==> src/rtl/mem_resp_stage.sv <==
// mem_resp_stage: memory-response pipeline stage between EXE and WB.
// Holds one instruction, waits for the data response that its accepted
// request still owes, aligns and extends load data, and discards responses
// that belong to requests orphaned by a flush.
// Optional feature: define MS_LOAD_FWD_EN to drive same-cycle forwarding of
// the final result on ms_fwd_*; otherwise those outputs are tied to zero.
module mem_resp_stage #(
  parameter int DROP_CNT_W = 2
) (
  input  logic        clk,
  input  logic        reset,
  input  logic        es_to_ms_valid,
  output logic        ms_allowin,
  input  logic [31:0] es_pc,
  input  logic [31:0] es_result,
  input  logic [4:0]  es_dest,
  input  logic        es_gr_we,
  input  logic        es_mem_req,
  input  logic [4:0]  es_ld_op,
  input  logic        es_ex,
  input  logic        data_sram_data_ok,
  input  logic [31:0] data_sram_rdata,
  input  logic        flush,
  input  logic        ws_allowin,
  output logic        ms_to_ws_valid,
  output logic [31:0] ms_pc,
  output logic [31:0] ms_final_result,
  output logic [4:0]  ms_dest,
  output logic        ms_gr_we,
  output logic        ms_ex,
  output logic        ms_ld_pending,
  output logic        ms_fwd_valid,
  output logic [4:0]  ms_fwd_dest,
  output logic [31:0] ms_fwd_data
);

  localparam logic [DROP_CNT_W-1:0] DROP_MAX = '1;

  // Slot occupancy, response bookkeeping and registered payload
  logic                  ms_valid_q;
  logic                  captured_q;
  logic [DROP_CNT_W-1:0] drop_cnt_q;
  logic [DROP_CNT_W-1:0] drop_cnt_d;
  logic [31:0]           rdata_buf_q;
  logic [31:0]           pc_q;
  logic [31:0]           result_q;
  logic [4:0]            dest_q;
  logic                  gr_we_q;
  logic                  mem_req_q;
  logic [4:0]            ld_op_q;
  logic                  ex_q;

  logic        usable_ok;
  logic        ms_ready_go;
  logic        drop_full;
  logic        accept;
  logic        in_wait;
  logic        drop_inc_wait;
  logic        drop_inc_acc;
  logic        drop_dec;
  logic [31:0] ld_word;
  logic [7:0]  lane_b [4];
  logic [7:0]  sel_byte;
  logic [15:0] sel_half;
  logic [31:0] final_result;

  // A response is only usable by the slot when no orphans are ahead of it
  assign usable_ok   = data_sram_data_ok & (drop_cnt_q == '0);
  assign ms_ready_go = ~mem_req_q | captured_q | usable_ok;
  assign drop_full   = (drop_cnt_q == DROP_MAX);
  // Blocking on a full counter keeps a further orphan from overflowing it
  assign ms_allowin  = (~ms_valid_q | (ms_ready_go & ws_allowin)) & ~drop_full;
  assign accept      = es_to_ms_valid & ms_allowin;
  assign in_wait     = ms_valid_q & mem_req_q & ~captured_q;

  assign drop_inc_wait = flush & in_wait & ~usable_ok;
  assign drop_inc_acc  = flush & accept & es_mem_req;
  assign drop_dec      = data_sram_data_ok & (drop_cnt_q != '0);
  assign drop_cnt_d    = drop_cnt_q + DROP_CNT_W'(drop_inc_wait)
                       + DROP_CNT_W'(drop_inc_acc) - DROP_CNT_W'(drop_dec);

  // Fresh response is used directly in its arrival cycle, the buffer afterwards
  assign ld_word = captured_q ? rdata_buf_q : data_sram_rdata;

  genvar gi;
  generate
    for (gi = 0; gi < 4; gi++) begin : g_lane
      assign lane_b[gi] = ld_word[8*gi +: 8];
    end
  endgenerate

  assign sel_byte = lane_b[result_q[1:0]];
  assign sel_half = result_q[1] ? {lane_b[3], lane_b[2]} : {lane_b[1], lane_b[0]};

  // Load alignment and extension; ld_op is one-hot {b, bu, h, hu, w}
  always_comb begin
    final_result = result_q;
    if (ld_op_q[4])      final_result = {{24{sel_byte[7]}}, sel_byte};
    else if (ld_op_q[3]) final_result = {24'd0, sel_byte};
    else if (ld_op_q[2]) final_result = {{16{sel_half[15]}}, sel_half};
    else if (ld_op_q[1]) final_result = {16'd0, sel_half};
    else if (ld_op_q[0]) final_result = ld_word;
  end

  // Slot valid, payload capture, response buffer and orphan counter
  always_ff @(posedge clk) begin
    if (reset) begin
      ms_valid_q  <= 1'b0;
      captured_q  <= 1'b0;
      drop_cnt_q  <= '0;
      rdata_buf_q <= '0;
      pc_q        <= '0;
      result_q    <= '0;
      dest_q      <= '0;
      gr_we_q     <= 1'b0;
      mem_req_q   <= 1'b0;
      ld_op_q     <= '0;
      ex_q        <= 1'b0;
    end else begin
      drop_cnt_q <= drop_cnt_d;

      if (flush)                            ms_valid_q <= 1'b0;
      else if (accept)                      ms_valid_q <= 1'b1;
      else if (ms_to_ws_valid & ws_allowin) ms_valid_q <= 1'b0;

      // An instruction arriving under flush is discarded, not loaded
      if (accept & ~flush) begin
        pc_q       <= es_pc;
        result_q   <= es_result;
        dest_q     <= es_dest;
        gr_we_q    <= es_gr_we;
        mem_req_q  <= es_mem_req;
        ld_op_q    <= es_ld_op;
        ex_q       <= es_ex;
        captured_q <= 1'b0;
      end else if (usable_ok & in_wait) begin
        captured_q <= 1'b1;
      end

      if (usable_ok & in_wait) rdata_buf_q <= data_sram_rdata;
    end
  end

  assign ms_to_ws_valid  = ms_valid_q & ms_ready_go;
  assign ms_ld_pending   = ms_valid_q & (|ld_op_q) & ~ms_ready_go;
  assign ms_pc           = pc_q;
  assign ms_final_result = final_result;
  assign ms_dest         = dest_q;
  assign ms_gr_we        = gr_we_q & ~ex_q;
  assign ms_ex           = ex_q;

`ifdef MS_LOAD_FWD_EN
  assign ms_fwd_valid = ms_valid_q & ms_gr_we & ms_ready_go & ~ex_q;
  assign ms_fwd_dest  = dest_q;
  assign ms_fwd_data  = final_result;
`else
  assign ms_fwd_valid = 1'b0;
  assign ms_fwd_dest  = '0;
  assign ms_fwd_data  = '0;
`endif

endmodule

==> config.mk <==
export PLATFORM = sky130hd
export DESIGN_NAME = mem_resp_stage
export DESIGN_NICKNAME = d
export VERILOG_FILES = /design/src/rtl/mem_resp_stage.sv
export SDC_FILE = /design/constraint.sdc
export NUM_CORES = 1
export LEC_CHECK = 0
export ABC_AREA = 1
export CAP_MARGIN = 10
export CORE_MARGIN = 2
export CORE_UTILIZATION = 46
export CTS_CLUSTER_DIAMETER = 50
export DETAILED_ROUTE_END_ITERATION = 8
export PLACE_DENSITY = 0.93
export REMOVE_ABC_BUFFERS = 1
export SLEW_MARGIN = 10
export SYNTH_ARGS = -nofsm -noshare
export SYNTH_HDL_FRONTEND = slang
export SYNTH_SLANG_ARGS = --single-unit
export TNS_END_PERCENT = 30
==> constraint.sdc <==
create_clock -name clk -period 2.6 [get_ports clk]
set_input_delay 0.52 -clock clk [delete_from_list [all_inputs] [get_ports clk]]
set_output_delay 0.52 -clock clk [all_outputs]
set_load 0.005 [all_outputs]
==> results.py <==
metrics = {
    "timing": {
        "maxClockFrequency_ghz": 0.361,
        "rsz0062_at_grt": "true",
        "setup_violations": 10,
        "setup_ws_ns": -0.173,
        "hold_viol_final": 0,
        "relSlewSlack_pct": 57.2,
        "finalCritPeriodShare_pct": 107,
        "slew_violations": 0,
        "fin_tns_setup_ns": -0.844,
        "min_period_ns": 2.77,
        "worst_pin_slew_ns": 0.641,
        "finClkSkew_ns": 0.00817,
    },
    "floorplanning": {
        "initial_core_util_pct": 46.8,
        "die_h_um": 122,
        "die_x_um": 122,
        "core_area_sq_um": 13800,
        "rows": 43,
        "die_area_sq_um": 15000,
        "ios": 227,
    },
    "clocking": {
        "clkTransAtPathRegs_ns": 0.05,
        "clkSinkCount": 113,
        "cts_buffers": 17,
        "htree_levels": 4,
        "cts_tree": "yes",
        "clk_latency_ns": 0.42,
        "clock_path_buffers": 2,
        "cts_hold_buf": 0,
        "cts_root_buf": "clkbuf_16",
    },
    "worst_hold_path": {
        "holdPathStages": 3,
        "hp-class": "in -> reg",
    },
    "layout": {
        "drive_gt1_share_pct": 10.8,
        "num-nets-final": 1369,
        "synthToLayoutAreaGrowth_pct": 44.0,
        "layout_common_cells": "239 x nor2_1, 211 x nand2_1, 158 x clkdlybuf4s50_1",
        "final_common_cell": "nor2_1",
    },
    "synth": {
        "yosys_warnings": 0,
        "async_flop_share_pct": 0,
        "yosysSeqAreaShare_pct": 35.1,
        "synth_edf_count": 0,
        "syn_area_per_cell_sq_um": 6.11,
        "synth.distinct_cells": 30,
        "synthCells": 1055,
        "ys_ff_latch": 113,
        "synth_area_sq_um": 6440,
        "ys.flop_type": "dfxtp_1",
    },
    "placement": {
        "io_buffers": 188,
        "hpwl_um": 13800,
        "routabilityCongestion": 0.904,
        "place_ws_ns": -0.366,
    },
    "status": {
        "violations": "negative setup slack",
        "status": "finished, violations left",
    },
    "worst_setup_path": {
        "rr_worst_depth": 8,
        "crit_fanout": 14,
        "cp_data_arrival_time_ns": 2.25,
        "required_ns": 2.08,
        "end_kind": "output port",
        "cp-start-kind": "register",
        "crit_type": "reg -> out",
    },
    "grt": {
        "grt_max_degree": 80,
        "grt_pass1_wl_um": 32000,
        "globalRouteOverflowTotal": 0,
        "track_usage_pct": 27.1,
        "grt_pass1_vias": 6707,
        "antenna_found_initial": 2,
    },
    "route": {
        "drt-initial-drc-count": 714,
        "firstDrtPassIters": 7,
        "postRouteAntennaNets": 0,
        "routedWlPerCell_um": 14.4,
        "vias": 7355,
        "avgViaCountPerCell": 5.09,
        "routed_wirelength_um": 20700,
        "post-route-drc-count": 0,
    },
    "power_and_ir_drop": {
        "power_leakage_nw": 4.65,
        "vdd_ir_drop_max_mv": 0.454,
        "power_density_nw_per_um2": 597,
    },
    "run": {
        "drv.max_cap_violation_count": 0,
    },
}
-- report_power, final --
group / internal (W) / switching, W / total, W
Clock: 0.00135 / 0.000776 / 0.00212
Sequential: 0.00185 / 0.0000705 / 0.00192
Combinational: 0.000741 / 0.000755 / 0.00150
Total: 0.00394 / 0.00160 / 0.00554
-- cell usage after synthesis (3+ instances only) --
master    instances  share of area [%]
a21oi_1          18                1.4
buf_1            11               0.64
buf_2            22                1.7
buf_4            41                4.8
buf_6             3               0.52
clkbuf_1         25                1.5
dfxtp_1         113                 35
inv_1           110                6.4
inv_2             4               0.23
nand2_1         222                 13
nand3_1         106                8.2
nor2_1          244                 14
nor2_2            3               0.29
nor3_1            3               0.23
o211ai_1         20                2.3
o21ai_0          88                6.8
or2_2             9               0.87
-- worst max-delay path: stages (launching register included) --
cell	delay [ns]
dfxtp_4	0.39
buf_6	0.16
or2_2	0.29
o21ai_0	0.12
nand2_1	0.11
o211ai_1	0.11
nand2_1	0.07
nand2_1	0.10
inv_1	0.05
clkdlybuf4s50_1	0.44
-- sequential cells by signal, indices dropped and copies added, names as in the netlist --
name	count
gr_we_q	1
rdata_buf_q	32
captured_q	1
ms_dest	5
mem_req_q	1
result_q	32
ld_op_q	5
ms_pc	32
ms_valid_q	1
drop_cnt_q	2
ms_ex	1
-- final cells by class --
| type | count | area (sq um) |
|---|---|---|
| clock inverters | 6 | 30.0 |
| inverters | 115 | 440 |
| repair buffers | 244 | 2390 |
| clock buffers | 24 | 512 |
| flip-flops and latches | 113 | 2270 |
| well taps | 180 | 225 |
| multi-input cells | 761 | 3400 |
| fillers | 1108 | 4500 |
| diodes | 1 | 2.50 |
-- path summary, 6_finish.rpt --
kind / start / endpoint / slack (ns)
worst min-delay path: data_sram_rdata[23] / rdata_buf_q[23] / 0.40
worst min register to register: rdata_buf_q[9] / rdata_buf_q[9] / 0.45
worst max register to register: captured_q / drop_cnt_q[1] / 0.44
worst max-delay path: captured_q / ms_final_result[4] / -0.17
-- stage by stage --
step	total power, W	utilization, %	cells	hold slack (ns)	cell area, sq um
after floorplan	0.00260	-	989	0.431	5990
after global placement	0.00337	61.6	1402	0.436	8480
after detailed placement	0.00341	61.6	1402	0.444	8480
after CTS	0.00554	66.7	1442	0.453	9180
after global routing	0.00582	67.3	1443	0.419	9270
final	0.00554	67.3	1444	0.398	9270
-- cells by family after synthesis --
group | count (synthesis) | synth area share (%)
simple gates | 589 | 37.2
buf+inv | 218 | 15.9
compound gates | 131 | 11.1
flops | 113 | 35.1
fa+ha+maj | 2 | 0.505
xor+xnor | 1 | 0.136
other cells | 1 | 0.0582
-- layer usage --
layer  share of wire (%)  track usage [%]  vias up
met4                 3.5             12.9        2
met5               0.053                0        -
met3                  12             9.62       63
li1                    -                -     3597
met1                  39             31.8     3260
met2                  46             44.1      433
-- repair_timing --
action	CTS	global route
resized for setup	60	47
endpoints found under the setup margin	34	33
setup buffers	8	1
pin swaps	3	5
cloned	2	0
(Power assumes the default switching activity.)
